**src/rtl/mux16_pkg.sv**
```systemverilog
// rtl/mux16_pkg.sv - shared constants and state type for the 16-channel TDM mux/demux pair
package mux16_pkg;

    localparam int N_CH  = 16;
    localparam int SEL_W = 4;

    typedef enum logic {
        HUNT    = 1'b0,
        COLLECT = 1'b1
    } state_e;

endpackage

```
**src/rtl/demux16_tdm_collector_if.sv**
```systemverilog
// rtl/demux16_tdm_collector_if.sv - serial beat input and parallel frame output bundle
interface demux16_tdm_collector_if;
    import mux16_pkg::*;

    logic             in;
    logic             in_valid;
    logic             frame_start;
    logic [N_CH-1:0]  out;
    logic             out_valid;
    logic [SEL_W-1:0] slot;
    logic             locked;
    logic             sync_err;

    modport master (
        output in, in_valid, frame_start,
        input  out, out_valid, slot, locked, sync_err
    );

    modport slave (
        input  in, in_valid, frame_start,
        output out, out_valid, slot, locked, sync_err
    );

endinterface

```
**src/rtl/dec4to16.sv**
```systemverilog
// rtl/dec4to16.sv - gated 4-to-16 one-hot decoder, inverse of the 16:1 select mux
module dec4to16
    import mux16_pkg::*;
(
    input  logic [SEL_W-1:0] sel_i,
    input  logic             en_i,
    output logic [N_CH-1:0]  onehot_o
);

    assign onehot_o = en_i ? (N_CH'(1) << sel_i) : '0;

endmodule

```
**src/rtl/demux16_tdm_collector.sv**
```systemverilog
// rtl/demux16_tdm_collector.sv - slot-counting serial demux assembling 16-channel frames
module demux16_tdm_collector
    import mux16_pkg::*;
#(
    parameter bit SYNC_EVERY_FRAME = 1'b1
) (
    input  logic                      clk,
    input  logic                      rst_n,
    demux16_tdm_collector_if.slave    bus
);

    state_e           state_q, state_d;
    logic [SEL_W-1:0] slot_q, slot_d;
    logic [SEL_W-1:0] wr_slot;
    logic             wr_en;
    logic [N_CH-1:0]  wr_onehot;
    logic [N_CH-2:0]  shadow_q, shadow_d;
    logic [N_CH-1:0]  out_q, out_d;
    logic             out_valid_q, out_valid_d;
    logic             sync_err_q, sync_err_d;

    dec4to16 u_dec (
        .sel_i    (wr_slot),
        .en_i     (wr_en),
        .onehot_o (wr_onehot)
    );

    always_comb begin
        state_d    = state_q;
        slot_d     = slot_q;
        wr_slot    = slot_q;
        wr_en      = 1'b0;
        sync_err_d = 1'b0;
        if (bus.in_valid) begin
            unique case (state_q)
                HUNT: begin
                    if (bus.frame_start) begin
                        wr_slot = '0;
                        wr_en   = 1'b1;
                        slot_d  = SEL_W'(1);
                        state_d = COLLECT;
                    end
                end
                COLLECT: begin
                    if (bus.frame_start && slot_q != '0) begin
                        // Truncated frame: restart assembly with this beat as slot 0.
                        sync_err_d = 1'b1;
                        wr_slot    = '0;
                        wr_en      = 1'b1;
                        slot_d     = SEL_W'(1);
                    end else if (!bus.frame_start && slot_q == '0 && SYNC_EVERY_FRAME) begin
                        sync_err_d = 1'b1;
                        slot_d     = '0;
                        state_d    = HUNT;
                    end else begin
                        wr_en  = 1'b1;
                        slot_d = slot_q + SEL_W'(1);
                    end
                end
                default: state_d = HUNT;
            endcase
        end
    end

    // The slot-15 enable has no shadow bit; it commits the whole frame instead.
    always_comb begin
        shadow_d    = shadow_q;
        for (int i = 0; i < N_CH - 1; i++) begin
            if (wr_onehot[i]) begin
                shadow_d[i] = bus.in;
            end
        end
        out_valid_d = wr_onehot[N_CH-1];
        out_d       = wr_onehot[N_CH-1] ? {bus.in, shadow_q} : out_q;
    end

    always_ff @(posedge clk or negedge rst_n) begin
        if (!rst_n) begin
            state_q     <= HUNT;
            slot_q      <= '0;
            shadow_q    <= '0;
            out_q       <= '0;
            out_valid_q <= 1'b0;
            sync_err_q  <= 1'b0;
        end else begin
            state_q     <= state_d;
            slot_q      <= slot_d;
            shadow_q    <= shadow_d;
            out_q       <= out_d;
            out_valid_q <= out_valid_d;
            sync_err_q  <= sync_err_d;
        end
    end

    assign bus.out       = out_q;
    assign bus.out_valid = out_valid_q;
    assign bus.slot      = slot_q;
    assign bus.locked    = (state_q == COLLECT);
    assign bus.sync_err  = sync_err_q;

endmodule

```
**src/flat_wrapper.sv**
```systemverilog
// flat-port wrapper written by rule: the top's interface ports become plain ports
module demux16_tdm_collector_flat import mux16_pkg::*;
#(
    parameter bit SYNC_EVERY_FRAME = 1'b1
)
  (clk, rst_n, bus_in, bus_in_valid, bus_frame_start, bus_out, bus_out_valid, bus_slot, bus_locked, bus_sync_err);
  demux16_tdm_collector_if bus_i ();
  input  logic clk;
  input  logic rst_n;
  input wire logic [$bits(bus_i.in)-1:0] bus_in;
  input wire logic [$bits(bus_i.in_valid)-1:0] bus_in_valid;
  input wire logic [$bits(bus_i.frame_start)-1:0] bus_frame_start;
  output wire logic [$bits(bus_i.out)-1:0] bus_out;
  output wire logic [$bits(bus_i.out_valid)-1:0] bus_out_valid;
  output wire logic [$bits(bus_i.slot)-1:0] bus_slot;
  output wire logic [$bits(bus_i.locked)-1:0] bus_locked;
  output wire logic [$bits(bus_i.sync_err)-1:0] bus_sync_err;
  assign bus_i.in = bus_in;
  assign bus_i.in_valid = bus_in_valid;
  assign bus_i.frame_start = bus_frame_start;
  assign bus_out = bus_i.out;
  assign bus_out_valid = bus_i.out_valid;
  assign bus_slot = bus_i.slot;
  assign bus_locked = bus_i.locked;
  assign bus_sync_err = bus_i.sync_err;
  demux16_tdm_collector #(.SYNC_EVERY_FRAME(SYNC_EVERY_FRAME)) u_core (.clk(clk), .rst_n(rst_n), .bus(bus_i));
endmodule
```
**config.mk**
```make
export PLATFORM = sky130hd
export DESIGN_NAME = demux16_tdm_collector_flat
export DESIGN_NICKNAME = d
export VERILOG_FILES = /design/src/rtl/mux16_pkg.sv /design/src/rtl/demux16_tdm_collector_if.sv /design/src/rtl/dec4to16.sv /design/src/rtl/demux16_tdm_collector.sv /design/src/flat_wrapper.sv
export SDC_FILE = /design/constraint.sdc
export NUM_CORES = 1
export LEC_CHECK = 0
export CORE_MARGIN = 2
export CORE_UTILIZATION = 55
export CTS_BUF_LIST = sky130_fd_sc_hd__clkbuf_16
export DETAILED_ROUTE_END_ITERATION = 7
export PLACE_DENSITY = 0.81
export SETUP_SLACK_MARGIN = 0.4
export SLEW_MARGIN = 20
export SYNTH_ARGS = -nofsm -noshare
export SYNTH_HDL_FRONTEND = slang
export SYNTH_SLANG_ARGS = --single-unit
```
**constraint.sdc**
```tcl
create_clock -name clk -period 5.45 [get_ports clk]
set_input_delay 0.545 -clock clk [delete_from_list [all_inputs] [get_ports clk]]
set_output_delay 0.545 -clock clk [all_outputs]
set_load 0.005 [all_outputs]
```
Word-level counts from Yosys, hierarchy flattened:

Index checks and enable logic that the tools add are counted.
Widths: inputs -> output; s select.

* shifts and indexed selects: 1
* bitwise gates (word level): 1
* reductions and logical operators: 6
* equality and inequality tests: 1
* add/sub/neg operators: 1
* muxes and demuxes: 18

Operators by type and width (number)
* $mux 4: 6
* $mux 16: 1
* $pmux 4 s2: 2
* $shl 1x4->16 const A: 1
* $mux 1: 8
* $add 4x1->4 const B: 1
* $logic_not 4->1: 1
* $reduce_bool 4->1: 1
* $logic_and 1x1->1: 2
* $ne 2x2->1 const B: 1
* $pmux 1 s2: 1
* $reduce_and 2->1: 1
* $logic_not 1->1: 1
* $not 1->1: 1

* input port bits: 5
* register bits after elaboration: 38
* logic and storage cells: 48

Depth between registers and ports, before layout:

* depth in word-level cells: 7
* depth in mapped cells: 10

By module:

Synthesis repeated with hierarchy kept, for this count alone.

* cells, all modules: 136
* area, all modules: 1716.6 um^2

By module, submodules not included
* demux16_tdm_collector: sequential area each 950.9 um^2, area an instance 1596.5 um^2, cells each 113, instances 1
* dec4to16: sequential area each 0.0 um^2, area an instance 120.1 um^2, cells each 23, instances 1

Worst setup path before layout:

OpenSTA, ideal clock, no wires.

* kind: flip-flop to flip-flop
* start point: register u_core.slot_q[0], in the netlist u_core.bus.slot[0]
* end point: register u_core.shadow_q[4]
* clock period less this slack: 2.943 ns
* stages on the path, launching flop included: 11
* setup time: 0.125 ns
* data arrival time: 2.818 ns
* slack: 2.507 ns
* path through: dfrtp_1 > clkbuf_1 > inv_1 > ha_1 > and2_1 > ha_1 > clkbuf_1 > or4_1 > buf_2 > nor4b_1 > mux2_2

* longest elaborated chain between the ends: 7
* elaborated cells on any way between the ends: 14
* those cells by class: shift: 1; mux: 9; reduce/logical: 4

Ends and longest elaborated chain
* from (decl): RTL line demux16_tdm_collector.sv:13 `logic [SEL_W-1:0] slot_q, slot_d;`
* from (signal assigned): RTL line demux16_tdm_collector.sv:87 `slot_q <= slot_d;`
* $reduce_bool 4->1 or $logic_not 4->1 (tied branches): RTL line demux16_tdm_collector.sv:45, demux16_tdm_collector.sv:51
* $logic_and 1x1->1 (on tied branches): RTL line demux16_tdm_collector.sv:45, demux16_tdm_collector.sv:51
* $mux 4 or $mux 1 (tied branches): RTL line demux16_tdm_collector.sv:45, demux16_tdm_collector.sv:51
* $pmux 4 s2 or $mux 1 (tied branches): RTL line demux16_tdm_collector.sv:35, demux16_tdm_collector.sv:45
* $mux 4 or $pmux 1 s2 (tied branches): RTL line demux16_tdm_collector.sv:34, demux16_tdm_collector.sv:35
* $shl 1x4->16 or $mux 1 (tied branches): RTL line dec4to16.sv:10, demux16_tdm_collector.sv:34
* $mux 16 *: RTL line dec4to16.sv:10 `assign onehot_o = en_i ? (N_CH'(1) << sel_i) : '0;`
* to (signal assigned): RTL line demux16_tdm_collector.sv:88 `shadow_q <= shadow_d;`
* to (decl): RTL line demux16_tdm_collector.sv:17 `logic [N_CH-2:0] shadow_q, shadow_d;`

Every way passes the cells marked *; elsewhere a longest branch is shown, timed or not.
A chain may end at the register's enable or synchronous reset.

Final worst setup path:

* start point: register u_core.slot_q[1], in the netlist u_core.bus.slot[1]
* end point: register u_core.shadow_q[5]

The elaborated chain is that of the path after synthesis.

==> reports/qor.txt <==
status: finished, final reports clean
leakage: 0.00104 uW
Buffers on Ports: 27
final cell count without fillers: 209
setup TNS: 0 ps
critical-path cell list: inv_1 -> ha_1 -> and2_1 -> ha_1 -> or4_1 -> nor4b_1 -> mux2_2
CTS Root Cell: clkbuf_16
critical path endpoint category: flip-flop
worst clock skew: 3.19 ps
syn avg cell area: 12.9 um2
CTS Buf Count: 5
full die area: 3710 um2
post-synthesis sequential element count: 38
CTS tree: done
period utilization: 56.7%
Crit Path Class: flip-flop to flip-flop
routed vias: 1,146
CP Max Fanout: 14
leading cell type in the layout, fill and taps excluded: dfrtp_1
DRC Markers: 0
drt wl/cell: 15.1 um
H-tree depth: 2
vias in the first global route: 1,092
cell at the slowest stage of the critical path: or4_1
minimum clock period: 3090 ps
Reg clk slew, reported paths: 50 ps
CTS max path bufs: 2
Die Y: 60.9 um
Final ANT Viol Nets: 0
Worst R2R Setup Slack: 2360 ps
Max Fclk: 324 MHz
async set-or-reset flop fraction in the synthesized netlist: 100%
Max VDD drop: 0.000262 V
largest net degree at the start of global routing: 39
overall power: 928 uW
Pwr Density: 421 nW/um2
yosys warns: 0
post-CTS resize count: 0
Post-Synthesis Cells: 138
drt pass-1 iters: 5
clock latency on the worst-skew pair: 280 ps
number of synthesized flops with an enable pin: 0
Post-DP HPWL: 2180 um
hold_buf cts: 0
Slew headroom: 54.0%
Hold Crit Class: flip-flop to flip-flop
GRT Total Usage: 19.7%
Mapped Area: 1780 um2
# rows: 20
most frequent cells in the layout: 38 x dfrtp_1, 27 x clkdlybuf4s50_1, 22 x mux2_2
layout cells sized above 1: 24.2%
antenna cells: 0
Worst EP arrival: 3250 ps
RSZ-0062 raised after global routing: no
max-slew violation count: 0
Max-Cap Viols: 0
io pins: 28
vias per cell: 5.48
Seq/Total Area, Yosys: 53.4%
startpoint types: flip-flop
initial drt markers: 43
initial antenna violation count: 0
critical path data required time: 5610 ps
first-pass GRT wire length: 5220 um
Slew @ Worst Pin: 673 ps
Layout Nets: 174
Cells after DPL: 202
final WL: 3170 um
Placer Congestion: 0.934
DIE WIDTH: 60.9 um
Most common cell on crit path: ha_1
fin util: 71.7%
grt ovf: 0
clk sinks: 38
Setup violations, final: 0
crit-path max cell delay: 660 ps
Initial Utilization: 57.8%
Core ar.: 3080 um2
final hold violations: 0
Primary FF master, synth: dfrtp_1
Synth Net Count: 147
Yosys cell types: 35
Layout area overhead: 23.9%
postcts setup bufs: 0
## synthesized netlist by cell type, types with 2 or more instances
| cell | number | share of area (%) |
|---|---|---|
| mux2i_1 | 2 | 1.1 |
| mux2_4 | 9 | 7.6 |
| o21ai_0 | 2 | 0.56 |
| nor2_1 | 7 | 1.5 |
| inv_1 | 5 | 1.1 |
| nor2b_1 | 2 | 0.70 |
| nand2b_1 | 3 | 1.1 |
| nor3b_1 | 2 | 0.84 |
| mux2_2 | 22 | 14 |
| nand3_1 | 2 | 0.56 |
| a21oi_1 | 3 | 0.84 |
| nor3_1 | 4 | 1.1 |
| clkbuf_1 | 5 | 1.1 |
| ha_1 | 4 | 2.8 |
| nand2_1 | 8 | 1.7 |
| nor4b_1 | 2 | 0.98 |
| dfrtp_1 | 38 | 53 |
## cells by family (layout without fill, tap and decap cells)
group	Yosys count	count (layout)	synth area share [%]
compound gates	11	11	4.08
fa+ha+maj	4	4	2.81
buf+inv	13	40	3.30
flops	38	38	53.4
mux	33	33	22.6
simple gates	39	39	13.8
## worst paths after layout
kind | from | to | depth (start not counted)
max | u_core.bus.slot[1] | u_core.shadow_q[5] | 7
min reg2reg | u_core.shadow_q[10] | u_core.bus.out[10] | 1
min in group asynchronous | rst_n | u_core.bus.out_valid | 2
min | u_core.shadow_q[10] | u_core.bus.out[10] | 1
max reg2reg | u_core.bus.slot[1] | u_core.shadow_q[5] | 7
max in group asynchronous | rst_n | u_core.shadow_q[13] | 2
## power breakdown
| group | switching (uW) | internal (uW) |
|---|---|---|
| clock network | 96.9 | 163 |
| logic | 107 | 138 |
| registers | 77.2 | 346 |
## through the flow
stage | cell area (um2) | hold WS, ps | worst slack, ps
final | 2210 | 498 | 2360
after global routing | 2210 | 507 | 2190
after CTS | 2210 | 500 | 2390
after detailed placement | 2070 | 490 | 2430
after global placement | 2070 | 486 | 2470
after floorplan | 1780 | 249 | 2510
## sequential cells by signal, indices dropped and copies added (netlist names)
register and count:
u_core.shadow_q 15, u_core.bus.slot 4, u_core.bus.sync_err 1, u_core.bus.out 16, u_core.bus.out_valid 1, u_core.bus.locked 1
## worst max-delay path, delay by kind of cell, from the launching register on
kind          cells  cell delay [ps]
fa+ha+maj         2              530
buf+inv           1              210
mux               1              380
flops             1              620
simple gates      3             1240
## routing by layer
metal	GRT usage, %	part of all wire (%)	up-vias
met5	0	0	-
met4	8.07	1.7	0
met3	7.89	5.4	7
met2	28.1	46	37
met1	27.0	47	563
li1	-	-	539
## area by class of cell
cell class	instances	area (um2)
clock buffers	5	125
multi-input cells	87	771
inverters	5	18.8
repair buffers	28	278
clock inverters	2	7.51
well taps	44	55.1
fillers	216	872
flip-flops and latches	38	951
(Power assumes the default switching activity.)
